`config.mk`:
```
export PLATFORM = sky130hd
export DESIGN_NAME = tile_reg_file
export DESIGN_NICKNAME = d
export VERILOG_FILES = /design/src/rtl/tile_reg_file.sv
export SDC_FILE = /design/constraint.sdc
export NUM_CORES = 1
export LEC_CHECK = 0
export BUFFER_PORTS_ARGS = -buffer_cell sky130_fd_sc_hd__clkbuf_2
export CAP_MARGIN = 15
export CORE_AREA = 5 5 325 264
export CTS_BUF_LIST = sky130_fd_sc_hd__clkbuf_16
export DETAILED_ROUTE_END_ITERATION = 8
export DIE_AREA = 0 0 330 269
export GPL_TIMING_DRIVEN = 0
export PLACE_DENSITY = 0.6
export SETUP_SLACK_MARGIN = 0.5
export SLEW_MARGIN = 20
export SYNTH_ARGS = -nofsm -noshare
export SYNTH_HDL_FRONTEND = slang
export SYNTH_SLANG_ARGS = --single-unit
```
`constraint.sdc`:
```
create_clock -name clk -period 15.4 [get_ports clk]
set_input_delay 0.77 -clock clk [delete_from_list [all_inputs] [get_ports clk]]
set_output_delay 0.77 -clock clk [all_outputs]
set_load 0.01 [all_outputs]
```
`src/rtl/tile_reg_file.sv`:
```
// ---------------------------------------------------------------------------
// tile_reg_file
//   Register storage for all tile layers. Drives the packed tile_reg_values
//   bus of the tile register field decoder and gives the host a simple
//   synchronous read/write port with per-byte write enables.
//
// Build option (macro TILE_REG_SHADOW_EN):
//   defined   - host writes land in a staging copy. Staging is copied into the
//               active copy at the first vblank rise after a write, so a frame
//               never sees a half-updated register set.
//   undefined - only one copy is kept. Writes go straight to the active copy,
//               reads return the active copy, vblank is ignored and
//               update_pending is tied to 0.
//
// Ports:
//   clk             in   system clock
//   reset           in   asynchronous active-high reset
//   addr            in   register select {layer[4:3], reg[2:0]}
//   wr              in   write strobe, one write per cycle
//   rd              in   read strobe; data_out is valid on the next cycle
//   be              in   byte enables: be[1] -> bits 15:8, be[0] -> bits 7:0
//   data_in         in   write data
//   data_out        out  read data, held while rd is low
//   vblank          in   vertical blank level from the display timing block
//   tile_reg_values out  active registers, packed; layer i reg j at
//                        [(i*NUM_REGS+j)*DATA_WIDTH +: DATA_WIDTH]
//   update_pending  out  staging holds writes not yet made active
// ---------------------------------------------------------------------------
module tile_reg_file #(
  parameter int NUM_LAYERS = 4,
  parameter int NUM_REGS   = 8,
  parameter int DATA_WIDTH = 16,
  parameter int ADDR_WIDTH = 5
) (
  input  logic                                   clk,
  input  logic                                   reset,
  input  logic [ADDR_WIDTH-1:0]                  addr,
  input  logic                                   wr,
  input  logic                                   rd,
  input  logic [1:0]                             be,
  input  logic [DATA_WIDTH-1:0]                  data_in,
  output logic [DATA_WIDTH-1:0]                  data_out,
  input  logic                                   vblank,
  output logic [NUM_LAYERS*NUM_REGS*DATA_WIDTH-1:0] tile_reg_values,
  output logic                                   update_pending
);

  localparam int NUM_ENTRIES = NUM_LAYERS * NUM_REGS;
  localparam int LO_WIDTH    = DATA_WIDTH / 2;
  localparam int HI_WIDTH    = DATA_WIDTH - LO_WIDTH;

  // Packed so that entry 0 sits at the LSBs and the array maps bit-for-bit
  // onto tile_reg_values.
  typedef logic [NUM_ENTRIES-1:0][DATA_WIDTH-1:0] reg_bank_t;

  logic [DATA_WIDTH-1:0] lane_mask;
  logic                  write_hit;
  logic [DATA_WIDTH-1:0] data_out_q;
  reg_bank_t             active_q, active_d;

  assign lane_mask = {{HI_WIDTH{be[1]}}, {LO_WIDTH{be[0]}}};
  // A write with no byte lanes enabled is a no-op in every respect.
  assign write_hit = wr && (be != 2'b00);

  assign tile_reg_values = active_q;
  assign data_out        = data_out_q;

`ifdef TILE_REG_SHADOW_EN

  reg_bank_t staging_q, staging_d;
  logic      vblank_q;
  logic      pending_q, pending_d;
  logic      transfer;

  // A write landing on the vblank-rise cycle counts as pending so that it is
  // carried into the same transfer instead of waiting a whole frame.
  assign transfer = vblank && !vblank_q && (pending_q || write_hit);

  // NOTE: combinational blocks use blocking '=' and assign every output a
  // default first, so no path leaves a signal unassigned and no latch is
  // inferred.
  always_comb begin
    staging_d = staging_q;
    if (write_hit) begin
      staging_d[addr] = (staging_q[addr] & ~lane_mask) | (data_in & lane_mask);
    end
    // Active takes the post-write staging value, merging a coincident write.
    active_d  = transfer ? staging_d : active_q;
    pending_d = pending_q;
    if (transfer) begin
      pending_d = 1'b0;
    end else if (write_hit) begin
      pending_d = 1'b1;
    end
  end

  // NOTE: sequential state uses non-blocking '<=' so every register samples
  // the pre-edge values of the others. The register banks are flops (not a
  // RAM macro) because both copies must clear on reset.
  always_ff @(posedge clk or posedge reset) begin
    if (reset) begin
      staging_q  <= '0;
      active_q   <= '0;
      vblank_q   <= 1'b0;
      pending_q  <= 1'b0;
      data_out_q <= '0;
    end else begin
      staging_q <= staging_d;
      active_q  <= active_d;
      vblank_q  <= vblank;
      pending_q <= pending_d;
      // Reads see the pre-write staging value on a same-address rd+wr.
      if (rd) begin
        data_out_q <= staging_q[addr];
      end
    end
  end

  assign update_pending = pending_q;

`else

  // vblank only matters for double buffering.
  logic unused_vblank;
  assign unused_vblank = vblank;

  always_comb begin
    active_d = active_q;
    if (write_hit) begin
      active_d[addr] = (active_q[addr] & ~lane_mask) | (data_in & lane_mask);
    end
  end

  always_ff @(posedge clk or posedge reset) begin
    if (reset) begin
      active_q   <= '0;
      data_out_q <= '0;
    end else begin
      active_q <= active_d;
      if (rd) begin
        data_out_q <= active_q[addr];
      end
    end
  end

  assign update_pending = 1'b0;

`endif

endmodule

```
# After elaboration in Yosys (flattened, before gate mapping)

Cells that the tools add are included.

Reductions and logical operators: 3
Bitwise gates (word level): 4
Mux-type cells: 5
Magnitude comparators: 2

Operators with widths:

| cell                 | number |
|---|---|
| $bwmux W512          | 1 |
| $bmux W16 S5         | 1 |
| $demux W16 S5        | 1 |
| $and A16 B16 Y16     | 2 |
| $mux W16             | 2 |
| $not A16 Y16         | 1 |
| $or A16 B16 Y16      | 1 |
| $lt A5 B6 Y1 const B | 1 |
| $ge A5 B1 Y1 const B | 1 |
| $logic_and A1 B1 Y1  | 2 |
| $reduce_bool A2 Y1   | 1 |

Word-level logic and storage cells: 47
Bits in registers: 528
Input port bits: 28

# Longest topological paths before layout

Gate-level depths: netlist of run 1.

Depth in word-level cells: 5
Depth in mapped cells: 10

# Worst setup path before layout of run 1

No wires, ideal clock.

Path kind: input to register
Start point: input port addr[1]
End point: register active_q, in the netlist tile_reg_values[16]
Data required time: 15.265 ns
Path slack: 12.593 ns
Stages: 7
Library setup time: 0.135 ns
Arrival: 2.672 ns
Buffers on the path: 2
Cells stage by stage: buf_1 -> mux2i_1 -> o22ai_1 -> or4_1 -> o31ai_2 -> buf_2 -> o21ai_0

Word-level cells in the longest chain between the ends: 5
Elaborated cells on any way between the ends: 10

Ends and longest elaborated chain:

| element                                                               | line | RTL |
|---|---|---|
| start: declaration                                                    | 37   | `input logic [ADDR_WIDTH-1:0] addr,` |
| $lt A5 B6 Y1 (not written as such), or another cell as far along      | 130  | `active_d[addr] = (active_q[addr] & ~lane_mask) \| (data_in & lane_mask);` |
| $logic_and A1 B1 Y1 (not written as such) or $mux W16 (tied branches) | 130  |  |
| $mux W16 (not written as such) or $and A16 B16 Y16 (tied branches)    | 130  |  |
| $demux W16 S5 or $or A16 B16 Y16 (tied branches)                      | 130  |  |
| $bwmux W512 *                                                         | 130  |  |
| end signal: assignment                                                | 139  | `active_q <= active_d;` |
| end: declaration                                                      | 59   | `reg_bank_t active_q, active_d;` |

Every way passes the cells marked *; elsewhere a longest branch is shown, timed or not. The select of a mux whose other input is x is not followed.
A chain may end at the register's enable or synchronous reset.

# Worst setup path in the final report of run 1

Start point: input port addr[4]
End point: register active_q, in the netlist tile_reg_values[363]

The elaborated chain is that of the path after synthesis.

==> out/results.ini, run 1 <==
[run_status]
status=finished clean

[power]
internal_power_uw=2950
clkPwrFrac_pct=34.1
comb_power_share_pct=24.1
power.leakage_uw=0.0155
swShare_pct=33.6
pwr-share-seq_pct=41.9
switchingPower_uw=1500
vdd_drop_max_mv=0.0954
powerDensity_nw_per_um2=143

[floorplan]
row_count=95
start_util_pct=29.6
coreArea_sq_um=82600
die_w_microns=330
io_pins=557
die_h_microns=269
die_area_sq_um=88800

[route]
via_count=19500
drtIter0Drc=1655
drt-pass1-iter-count=5
drtAntennaViolNets=0
route.detailed.drc=0
routed_wirelength_microns=124000
wl_per_cell_microns=33.9
viasPerCell=5.32

[placement]
placed_area_sq_um=29000
place_congestion=0.927
dp.cells=3553
portBuffers=552
dp_hpwl_microns=90800

[setup_path]
crit_chain=clkbuf_2 -> buf_4 -> or4b_1 -> clkbuf_1 -> buf_2 -> o22ai_1 -> nor4_2 -> a31oi_4 -> buf_6 -> mux2_2
cp.arrival_ps=4320
path_class=in -> reg
crit_path_start_kind=input pin
worst-path-max-fanout=11
critPathBufInv=5
cp_top_family=buffers and inverters
worstSetupEndpointType=register
max_stage_delay_ps=840
cp.required_ps=15920
slowest_stage=nor4_2

[timing]
slew_viol_final=0
fmax_mhz=263
setup_viol=0
period_minus_slack_ps=3800
rsz0062_at_grt=false
finalClockSkew_ps=24.8
fin_crit_sh_pct=24.7
slew_headroom_pct=20.6
hold_viol=0
fin_hold_ws_ps=164
setup_tns_ps=0
tightest_slew_ps=1190

[yosys]
async_flop_share_pct=100
synth-main-ff-cell=dfrtp_1
syn_avg_cell_area_sq_um=13.1
netlist_area_sq_um=24400
ys_warn_count=0
yosysSeqAreaShare_pct=54.1
syn-num-nets=1895
ys_types=40
syn_inst=1867
synth_edf_count=0
ys_ff_latch=528

[clock_network]
hold_buffers=0
cts.sinks=528
post_cts_buffers=0
clockBufferDepth=3
clk_latency_ps=660
numCtsBuffers=59
cts_max_level=2
tritoncts=built
clockRootBuffer=clkbuf_16
path_clk_slew_ps=60
cts_resized=0

[global_routing]
grt_use_total_pct=27.1
grt_max_degree=34
antenna_found_initial=5
grt_overflow=0
grt_pass1_wl_microns=166000
first_global_vias=19400

[layout]
num-fill-cells=8174
fin_cells=3668
area_growth_pct=27.2
utilization_pct=37.6
multi_input_area_sq_um=10300
design_area_sq_um=31100
final_cell_mix=clkbuf_2 (568), dfrtp_1 (528), mux2_2 (416)
layout_commonest_cell=clkbuf_2
drive_gt1_share_pct=49.0
regArea_sq_um=13200
fin_nets=2527

[hold_path]
hold_path_class=in -> async

[flow_run]
maxCapViolCount=0

## cells in the mapped netlist (5+ instances only)
cell,n,area share (%)
buf_2,67,1.4
or4_1,7,0.22
nand2_1,128,2.0
mux2_2,416,19
buf_4,8,0.25
mux2i_1,256,10
nor4_2,20,1.0
nor4_1,6,0.15
nand4bb_1,6,0.28
dfrtp_1,528,54
buf_6,34,1.6
o21ai_1,13,0.27
o22ai_1,128,3.3
clkbuf_1,40,0.61
nand3_1,5,0.10
o21ai_0,84,1.7
nor2_1,49,0.75
a31oi_1,16,0.41
a31oi_4,10,0.87
## registers in the layout, indices dropped and copies added (netlist names)
name / cells
data_out: 16
tile_reg_values: 512
## per-layer routing
layer / track usage (%) / routed length (microns) / share of wire [%]
met4: 8.91 / 4720 / 3.8
met3: 10.7 / 13800 / 11
met1: 35.5 / 51300 / 41
met5: 0 / 13 / 0.010
met2: 41.4 / 54600 / 44
## logic make-up (layout without fill, tap and decap cells)
kind of cell / after synthesis / count (layout) / share of synthesized area, %
other: 1 / 4 / 0.0154
flip-flops: 528 / 528 / 54.1
buffers and inverters: 156 / 839 / 3.91
AO/OA/AOI/OAI: 258 / 258 / 6.81
AND/OR/NAND/NOR: 252 / 252 / 5.47
multiplexers: 672 / 672 / 29.7
## metrics by stage
step                setup slack, ps  power, uW
CTS                           11690       4460
floorplan                      7450       2370
finish                        11600       4450
detailed placement            11000       2950
global route                  11550       4620
global placement               3800       2920
## power by group through the flow
| stage | Clock (uW) | Combinational [uW] | Sequential, uW |
|---|---|---|---|
| floorplan | 0 | 436 | 1930 |
| global placement | 0 | 1050 | 1870 |
| detailed placement | 0 | 1070 | 1880 |
| CTS | 1540 | 1070 | 1860 |
| global route | 1590 | 1140 | 1890 |
| finish | 1520 | 1070 | 1860 |
## layout make-up
cell class / instances / share of cell area, %
diodes: 3 / 0.0242
inverters: 3 / 0.0483
well taps: 1115 / 4.49
clock inverters: 53 / 1.84
plain buffers: 153 / 3.10
flip-flops and latches: 528 / 42.5
repair buffers: 571 / 10.2
multi-input cells: 1183 / 33.0
clock buffers: 59 / 4.75
## worst paths after layout
path	start	end	slack, ps	cells after the start
max	addr[4]	tile_reg_values[363]$_DFFE_PP0P_	11600	10
min	reset	tile_reg_values[422]$_DFFE_PP0P_	160	2
max reg2reg	tile_reg_values[368]$_DFFE_PP0P_	tile_reg_values[48]$_DFFE_PP0P_	12740	6
min reg2reg	tile_reg_values[36]$_DFFE_PP0P_	tile_reg_values[36]$_DFFE_PP0P_	510	2
max in group asynchronous	reset	tile_reg_values[128]$_DFFE_PP0P_	13550	8
min in group clk	tile_reg_values[36]$_DFFE_PP0P_	tile_reg_values[36]$_DFFE_PP0P_	510	2
(Power assumes the default switching activity.)
==> run 2, diff against run 1 <==
Settings changed: ABC_AREA set to 1, CORE_AREA 5 5 325 264 to 5 5 345 279, DIE_AREA 0 0 330 269 to 0 0 350 284, PLACE_DENSITY 0.6 to 0.59.
Clock period 15.4 ns to 3.37 ns, I/O delays scaled along.
==> run 2 against run 1 <==
- via count increased by 54%
- non-clock buffer count increased by 122
- synthesized cell count increased by 110%
- routed wire length increased by 23%
- sequential share of layout area decreased by 3.9 points
- global-route usage increased by 2.6 points
- final cell count increased by 57%
- critical path depth decreased by 1
==> out/results.ini, run 2 <==
[run_status]
status=finished clean

[timing]
period_minus_slack_ps=2350
rsz0062_at_grt=false
finalClockSkew_ps=29.2  ; +4.40 ps
fin_crit_sh_pct=69.7
hold_viol=0  ; unchanged
setup_viol=0  ; unchanged
tightest_slew_ps=1330  ; +140 ps
fmax_mhz=426
slew_viol_final=0  ; unchanged
slew_headroom_pct=11.5  ; -9.1 points
layout_setup_ws_ps=1020  ; -10580 ps

[layout]
largest_reg_flops=512  ; unchanged
area_growth_pct=24.2
final_cell_mix=nand2_1 (2321), clkbuf_2 (550), nand3_1 (532)
fin_nets=4509  ; +78%
drive_gt1_share_pct=21.7  ; -27 points
design_area_sq_um=34200  ; +10%
layout_commonest_cell=nand2_1

[clock_network]
cts_resized=0  ; unchanged
cts.sinks=528  ; unchanged
numCtsBuffers=61  ; +3.4%
hold_buffers=2  ; +2
clockRootBuffer=clkbuf_16
post_cts_buffers=0  ; unchanged
clockBufferDepth=3  ; unchanged
path_clk_slew_ps=60  ; about the same
clk_latency_ps=660  ; about the same
cts_max_level=2  ; unchanged
tritoncts=built

[yosys]
ys_warn_count=0  ; unchanged
syn-num-nets=3874  ; +100%
yosysTopAreaCell=dfrtp_1
ys_types=24  ; -40%
async_flop_share_pct=100  ; unchanged
synthTopCellsByArea=dfrtp_1 (48%), nand2_1 (32%), nand3_1 (9.7%)
syn_inst=3846  ; +110%
synth_top_area_share_pct=48.0  ; -6.1 points
netlist_area_sq_um=27500  ; +13%
synth-main-ff-cell=dfrtp_1
ys_ff_latch=528  ; unchanged
yosysMostFrequentCell=nand2_1
syn_avg_cell_area_sq_um=7.16  ; -45%
synthTopCellsByCount=nand2_1 (2321), nand3_1 (532), dfrtp_1 (528), buf_2 (120), buf_6 (42)
yosysSeqAreaShare_pct=48.0  ; -6.1 points
synth_edf_count=0  ; unchanged

[global_routing]
grt_max_degree=34  ; unchanged
grt_pass1_wl_microns=213000  ; +28%
first_global_vias=27800  ; +43%
antenna_found_initial=5  ; unchanged
grt_overflow=0  ; unchanged
grt_use_total_pct=29.7  ; +2.6 points

[floorplan]
io_pins=557  ; unchanged
coreArea_sq_um=92500  ; +12%
start_util_pct=29.8  ; +0.22 points
row_count=100  ; +5.3%
die_area_sq_um=99400  ; +12%
die_w_microns=350  ; +6.1%
die_h_microns=284  ; +5.6%

[power]
vdd_drop_max_mv=0.389  ; +310%
powerDensity_nw_per_um2=581  ; +310%
power.leakage_uw=0.0200  ; +30%
finalPower_uw=19900  ; +350%

[placement]
place_ws_ps=466  ; -10530 ps
dp_hpwl_microns=120000  ; +32%
placed_area_sq_um=32300  ; +11%
place_congestion=0.966  ; +4.2%
portBuffers=550  ; -0.36%

[route]
drtAntennaViolNets=0  ; unchanged
routed_wirelength_microns=153000  ; +23%
route.detailed.drc=0  ; unchanged
drt-pass1-iter-count=6  ; +1
drtIter0Drc=3966  ; +140%
wl_per_cell_microns=26.5  ; -22%
via_count=30100  ; +54%
viasPerCell=5.22  ; -1.9%

[setup_path]
cp.required_ps=3950  ; -11970 ps
cp.arrival_ps=2930  ; -1390 ps
worstSetupEndpointType=register
reg2reg_depth=11  ; +5
crit_path_start_kind=input pin
path_class=in -> reg
worst-path-max-fanout=10  ; -1

[hold_path]
hold_path_class=in -> reg
hold_path_depth=5

[flow_run]
maxCapViolCount=0  ; unchanged

[run 2: where the power goes]
part	switching, uW	internal [uW]
Sequential	956	7260
Combinational	3470	1570
Clock	2930	3700
Total	7360	12500
[run 2: kinds of logic (layout without fill, tap and decap cells)]
group	count (synthesis)	after routing	synth area share [%]
compound gates	17	17	0.382
simple gates	2975	2975	45.0
other cells	1	2	0.0136
flops	528	528	48.0
buf+inv	325	1011	6.58
[run 2: critical path, cell delays in order]
cell,delay (ps)
clkbuf_2,250
o21ai_1,690
nor2_1,150
inv_2,530
nor2_2,200
inv_1,250
clkbuf_1,460
nand2_1,100
nand2_1,90
[run 2: worst paths after layout]
kind,startpoint,end,slack (ps)
min,data_in[4],tile_reg_values[212]$_DFFE_PP0P_,50
max in group asynchronous,reset,tile_reg_values[325]$_DFFE_PP0P_,1420
min reg2reg,tile_reg_values[187]$_DFFE_PP0P_,tile_reg_values[187]$_DFFE_PP0P_,500
max,be[1],tile_reg_values[57]$_DFFE_PP0P_,1020
max reg2reg,tile_reg_values[399]$_DFFE_PP0P_,tile_reg_values[271]$_DFFE_PP0P_,1260
min in group asynchronous,reset,tile_reg_values[171]$_DFFE_PP0P_,80
[run 2: stage by stage]
| stage | utilization, % | std cells | hold WS (ps) | TNS (ps) |
|---|---|---|---|---|
| floorplan | - | 3846 | 333 | -2098600 |
| global placement | 34.4 | 5620 | 488 | -4082520 |
| detailed placement | 34.9 | 5640 | 199 | 0 |
| CTS | 37.0 | 5756 | 10.9 | 0 |
| global route | 37.0 | 5756 | 103 | 0 |
| finish | 37.0 | 5757 | 45.6 | 0 |
[run 2: cell type report]
class / count / area [sq um]
antenna: 1 / 2.50
buffer: 274 / 1620
clock buffer: 62 / 1550
clock inverter: 52 / 379
fill: 9925 / 58300
inverter: 51 / 203
multi-input combinational: 2993 / 12500
sequential: 528 / 13200
tap: 1224 / 1530
timing repair buffer: 572 / 3200
[run 2: layer usage]
metal	vias to the layer above	share of wire [%]	GRT usage, %
li1	13300	-	-
met1	14700	40	39.3
met2	1787	41	43.2
met3	289	14	12.0
met4	2	4.8	11.6
met5	-	0.0085	0
